`config.mk`:
```
export PLATFORM = sky130hd
export DESIGN_NAME = regfile_dump
export DESIGN_NICKNAME = d
export VERILOG_FILES = /design/src/rtl/regfile_dump.sv
export SDC_FILE = /design/constraint.sdc
export NUM_CORES = 1
export LEC_CHECK = 0
export CAP_MARGIN = 20
export CELL_PAD_IN_SITES_DETAIL_PLACEMENT = 0
export CELL_PAD_IN_SITES_GLOBAL_PLACEMENT = 1
export CORE_MARGIN = 2
export CORE_UTILIZATION = 25
export DETAILED_ROUTE_END_ITERATION = 6
export HOLD_SLACK_MARGIN = 0.15
export PLACE_DENSITY = 0.68
export SYNTH_ARGS = -nofsm -noshare
export SYNTH_HDL_FRONTEND = slang
export SYNTH_SLANG_ARGS = --single-unit
```
`constraint.sdc`:
```
create_clock -name clk -period 1.75 [get_ports clk]
set_input_delay 0.35 -clock clk [delete_from_list [all_inputs] [get_ports clk]]
set_output_delay 0.35 -clock clk [all_outputs]
set_load 0.01 [all_outputs]
```
`src/rtl/regfile_dump.sv`:
```
// regfile_dump: walks the register file read port x0..x(NUM_REGS-1) and streams {index, value} beats.
// Optional feature macro DUMP_CHECKSUM_EN adds a running sum of accepted beats on dump_sum.
module regfile_dump #(
  parameter int NUM_REGS = 32,
  parameter int ADDR_W   = 5,
  parameter int DATA_W   = 32
) (
  input  logic              clk,
  input  logic              rst_n,
  input  logic              start,
  input  logic              abort,
  output logic              busy,
  output logic              done,
  output logic [ADDR_W-1:0] rf_raddr,
  input  logic [DATA_W-1:0] rf_rdata,
  output logic              out_valid,
  input  logic              out_ready,
  output logic [ADDR_W-1:0] out_addr,
  output logic [DATA_W-1:0] out_data
`ifdef DUMP_CHECKSUM_EN
  ,
  output logic [DATA_W-1:0] dump_sum
`endif
);

  typedef enum logic [1:0] {IDLE, READ, SEND, DONE} dumpState_t;

  localparam logic [ADDR_W-1:0] LAST_IDX = ADDR_W'(NUM_REGS - 1);

  dumpState_t        stateReg;
  logic [ADDR_W-1:0] idxReg;
  logic              handshake;
  logic              startAccept;

  assign handshake   = out_valid & out_ready;
  assign startAccept = (stateReg == IDLE) && start && !abort;
  // The register file address comes straight from the walk index, so it only moves on clock edges.
  assign rf_raddr    = idxReg;

  always_ff @(posedge clk) begin
    if (!rst_n) begin
      stateReg  <= IDLE;
      idxReg    <= '0;
      busy      <= 1'b0;
      done      <= 1'b0;
      out_valid <= 1'b0;
      out_addr  <= '0;
      out_data  <= '0;
    end else begin
      done <= 1'b0;
      if (abort && stateReg != IDLE) begin
        // Abort wins over a coinciding handshake; the walk is simply dropped.
        stateReg  <= IDLE;
        idxReg    <= '0;
        busy      <= 1'b0;
        out_valid <= 1'b0;
      end else begin
        case (stateReg)
          IDLE: begin
            if (startAccept) begin
              idxReg   <= '0;
              busy     <= 1'b1;
              stateReg <= READ;
            end
          end
          READ: begin
            out_addr  <= idxReg;
            out_data  <= rf_rdata;
            out_valid <= 1'b1;
            stateReg  <= SEND;
          end
          SEND: begin
            if (handshake) begin
              out_valid <= 1'b0;
              if (idxReg == LAST_IDX) begin
                done     <= 1'b1;
                stateReg <= DONE;
              end else begin
                idxReg   <= idxReg + 1'b1;
                stateReg <= READ;
              end
            end
          end
          DONE: begin
            idxReg   <= '0;
            busy     <= 1'b0;
            stateReg <= IDLE;
          end
          default: begin
            stateReg <= IDLE;
          end
        endcase
      end
    end
  end

`ifdef DUMP_CHECKSUM_EN
  logic [DATA_W-1:0] sumReg;

  // A handshake that coincides with abort still consumed its beat, so it is summed.
  always_ff @(posedge clk) begin
    if (!rst_n) begin
      sumReg <= '0;
    end else if (startAccept) begin
      sumReg <= '0;
    end else if (stateReg == SEND && handshake) begin
      sumReg <= sumReg + out_data;
    end
  end

  assign dump_sum = sumReg;
`endif

endmodule

```
* After elaboration in Yosys (flattened, before gate mapping)
Cells that the tools add are included.
** Word-level totals
- Output and inout bits :: 45
- Bits in registers :: 47
- Word-level logic and storage cells :: 49
- Input bits :: 37
** Cells by class
- $add $sub $neg :: 1
- Equality and inequality tests :: 7
- Multiplexer cells :: 13
- Bitwise gates (word level) :: 5
- Reductions and logical operators :: 16
** Operators with widths (count)
- 2-to-1 mux 5 bit :: 3
- one-hot mux 5 bit (3 select lines) :: 1
- one-hot mux 2 bit (4 select lines) :: 1
- AND reduction 2 bit :: 4
- 2-to-1 mux 2 bit :: 3
- != test 2 bit, second input constant :: 3
- nonzero test 2 bit :: 3
- adder 5 x 1 -> 5 bit, second input constant :: 1
- equality test 5 bit, second input constant :: 1
- equality test 2 bit, second input constant :: 2
- NOT 1 bit :: 4
- one-hot mux 1 bit (2 select lines) :: 2
- AND reduction 4 bit :: 1
- OR reduction 4 bit :: 1
- logical AND 1 bit :: 3
- 2-to-1 mux 1 bit :: 3
- nonzero test 3 bit :: 1
- equality test 2 x 1 -> 1 bit, second input constant :: 1
- zero test 2 bit :: 1
- OR reduction 2 bit :: 1
- AND 1 bit :: 1
- zero test 1 bit :: 1

* Logic depth before layout (Yosys ltp)
- Word-level depth :: 5
- Gate-level depth with buffers :: 6
- Gate-level depth less buffers :: 6

* Least setup slack after synthesis
Ideal clock, no wire load.
- Path type :: flip-flop to flip-flop
- Start point :: reg idxReg[0], in the netlist rf_raddr[0]
- End point :: reg idxReg[1], in the netlist rf_raddr[1]
- Arrival time :: 1.618 ns
- Setup time :: 0.072 ns
- Data required time :: 1.678 ns
- Setup slack :: 0.060 ns
- Cell stages (with the launch flop) :: 7
- Cells stage by stage :: dfxtp_1 -> ha_1 -> and3_1 -> ha_1 -> nand3b_1 -> a2bb2oi_1 -> mux2i_1
** Between the ends
- Cells in the longest elaborated chain, start to end :: 4
** Ends and longest elaborated chain
- start, declared :: RTL line 31 : logic [ADDR_W-1:0] idxReg;
- start signal, assigned :: RTL line 79 : idxReg <= idxReg + 1'b1;
- adder 5 x 1 -> 5 bit :: RTL line 79
- 2-to-1 mux 5 bit :: RTL line 75 : if (idxReg == LAST_IDX) begin
- 2-to-1 mux 5 bit :: RTL line 73 : if (handshake) begin
- one-hot mux 5 bit (3 select lines) :: RTL line 58 : case (stateReg)
Parallel ways exist; a longest one is shown, timed or not. The select of a mux whose other input is x is not followed.
A chain may end at the register's enable or synchronous reset.

* Final worst setup path
- Start point :: reg out_valid
- End point :: out out_valid
** RTL lines
- start, declared :: RTL line 16 : output logic out_valid,
- start signal, assigned :: RTL line 46 : out_valid <= 1'b0;
- start signal, assigned :: RTL line 56 : out_valid <= 1'b0;
- start signal, assigned :: RTL line 69 : out_valid <= 1'b1;
No word-level cell between the ends.

==> flow_metrics.env <==
export IMPL_status="complete, no violations"
export IMPL_vias_per_cell=4.29
export IMPL_grt_pass1_vias=1755
export IMPL_cts_made_buffers=5
export IMPL_overflow=0
export IMPL_hold_viol=0
export IMPL_fmax_mhz=600
export IMPL_die_width_um=92.4
export IMPL_crit_buf_inv=1
export IMPL_critPathMaxFanout=5
export IMPL_dpl_instance_area_sq_mm=0.00291
export IMPL_p_per_area_mw_per_mm2=658
export IMPL_layout_common_cells="clkdlybuf4s50_1 (80), nand2_1 (78), dfxtp_1 (47), a21boi_1 (30), buf_4 (12)"
export IMPL_p_sw_frac=0.229
export IMPL_power_share_clock=0.317
export IMPL_area_growth_pct=53.6
export IMPL_cts_max_level=2
export IMPL_min_path_type="flip-flop to flip-flop"
export IMPL_placed_cells=405
export IMPL_wire_per_inst_um=11.6
export IMPL_grt_pass1_wl_um=7910
export IMPL_postLayoutCellArea_sq_mm=0.00300
export IMPL_arrival_ps=1320
export IMPL_crit_type="flip-flop to primary output"
export IMPL_multi_input_area_sq_um=903
export IMPL_max_slew_margin=0.733
export IMPL_grt_antenna_before_repair=0
export IMPL_period_share=0.953
export IMPL_vias=1771
export IMPL_intPower_mw=1.52
export IMPL_place_gp_congestion=0.776
export IMPL_antennaDiodeCount=0
export IMPL_path_delay_family="buffers and inverters"
export IMPL_num_rows=32
export IMPL_whs_ps=452
export IMPL_clock_sinks=47
export IMPL_synth_area_sq_mm=0.00196
export IMPL_clk_pin_slew_ps=80
export IMPL_synth_cells=223
export IMPL_postRouteAntennaNets=0
export IMPL_p_leak_nw=1.05
export IMPL_slowest_stage="clkdlybuf4s50_1"
export IMPL_power_switching_mw=0.453
export IMPL_nets=349
export IMPL_fp_dieH_um=92.4
export IMPL_crit_chain="clkdlybuf4s50_1"
export IMPL_start_util=0.256
export IMPL_ioPinCount=82
export IMPL_clock_latency_ps=290
export IMPL_dp_final_hpwl_um=3360
export IMPL_synth_top_family_by_area="simple AND/OR/NAND/NOR gates"
export IMPL_slew_violations=0
export IMPL_cts_tree="done"
export IMPL_synthSimpleGateAreaFrac=0.248
export IMPL_cap_violations=0
export IMPL_drt_iter0_drc=37
export IMPL_slowest_delay_ps=580
export IMPL_synth_area_per_cell_sq_um=8.77
export IMPL_grt_setup_unrepaired="false"
export IMPL_worst_pin_slew_ps=400
export IMPL_combPwrFrac=0.124
export IMPL_min_period_ps=1670
export IMPL_grt_usage=0.114
export IMPL_synth_xor_area_frac=0
export IMPL_cp_end_kind="primary output"
export IMPL_skew_ps=3.58
export IMPL_final_common_cell="clkdlybuf4s50_1"
export IMPL_ys_types=32
export IMPL_io_buffers=81
export IMPL_synth_mux_area_frac=0.0102
export IMPL_drive_gt1_frac=0.0772
export IMPL_worst_setup_path_start_kind="flip-flop"
export IMPL_clock_root_buffer="clkbuf_8"
export IMPL_seq_power_share=0.559
export IMPL_synth_compound_area_frac=0.186
export IMPL_layout_cells_non_filler=413
export IMPL_ys_seq_area_frac=0.481
export IMPL_synth_warnings=0
export IMPL_dieArea_sq_mm=0.00855
export IMPL_vdd_ir_drop_max_mv=0.332
export IMPL_setup_violations=0
export IMPL_seq_area_sq_um=941
export IMPL_yosys_area_top_type="dfxtp_1"
export IMPL_syn_nets=262
export IMPL_synth_area_top_cells="dfxtp_1 (48%), nand2_1 (15%), a21boi_1 (12%)"
export IMPL_first_pass_iters=4
export IMPL_coreArea_sq_mm=0.00765
export IMPL_n_fill_cell=773
export IMPL_drc=0
export IMPL_grt_max_degree=38
export IMPL_clock_tree_buffer_depth=2
export IMPL_crit_required_ps=1400
export IMPL_synth_seq_cells=47
export IMPL_yosys_area_top_type_share=0.481
export IMPL_synthAdderAreaFrac=0.0128
export IMPL_drt_total_wl_um=4810
## layout make-up
| type | count | share of cell area |
|---|---|---|
| Clock buffer | 7 | 0.0254 |
| Clock inverter | 1 | 0.00167 |
| Inverter | 2 | 0.00250 |
| Multi-Input combinational cell | 159 | 0.301 |
| Sequential cell | 47 | 0.313 |
| Tap cell | 102 | 0.0425 |
| Timing Repair Buffer | 95 | 0.314 |
## worst paths after layout
check	startpoint	cells past startpoint	to	slack (ps)
hold reg to reg	out_data[10]	2	out_data[10]	450
setup / recovery	out_valid	1	out_valid	80
setup reg to reg	rf_raddr[0]	6	rf_raddr[4]	120
hold / removal	out_data[10]	2	out_data[10]	450
## power by group through the flow
stage                     logic, mW  registers, mW  clock network, mW
after floorplan              0.0937           1.14                  0
after global placement        0.248           1.13                  0
after detailed placement      0.246           1.13                  0
after CTS                     0.250           1.10              0.668
after global routing          0.265           1.11              0.704
final                         0.245           1.10              0.626
## sequential cells by signal, summed over array words and instances (netlist names)
register	cells
busy	1
done	1
out_addr	5
out_data	32
out_valid	1
rf_raddr	5
stateReg	2
## cells by family after synthesis
family / after synthesis
buffers and inverters: 17
muxes: 2
AOI/OAI and AO/OA: 51
DFF: 47
and+or+nand+nor: 104
adders and majority gates: 2
## metrics by stage
stage | setup TNS, ps | total power, mW | utilization | setup WS, ps
2_1_floorplan | 0 | 1.23 | - | 60.2
3_3_place_gp | -207 | 1.38 | 0.381 | -80.8
3_5_place_dp | -488 | 1.38 | 0.381 | -83.6
4_1_cts | 0 | 2.02 | 0.392 | 57.0
5_1_grt | 0 | 2.08 | 0.393 | 12.8
6_report | 0 | 1.98 | 0.393 | 82.1
## cells in the mapped netlist, drive strengths merged
master   number
nand2        78
dfxtp        47
a21boi       38
buf          10
a21oi         6
clkbuf        5
nor2          5
nand3         4
nand4b        3
o21ai         3
ha            2
inv           2
mux2i         2
nand4         2
nor2b         2
nor3b         2
or3b          2
a2bb2oi       1
and3          1
nand2b        1
nand3b        1
o2111ai       1
o22ai         1
o32a          1
or3           1
or4           1
or4b          1
## routing by layer
metal / vias up / global-route usage / part of all wire / routed length [um]
met4: 0 / 0.0261 / 0.0040 / 19
met2: 49 / 0.196 / 0.47 / 2250
li1: 918 / - / - / -
met5: - / 0 / 0 / 0
met1: 802 / 0.140 / 0.46 / 2210
met3: 2 / 0.0325 / 0.067 / 322
## repair_timing
item | 4_1_cts | 5_1_grt
cloned | 0 | 0
hold buffers | 0 | 0
buffers inserted | 0 | 0
endpoints found under the setup margin | 2 | 3
resized for setup | 1 | 2
pin swaps | 0 | 1
Power figures use the tool's default switching activity.
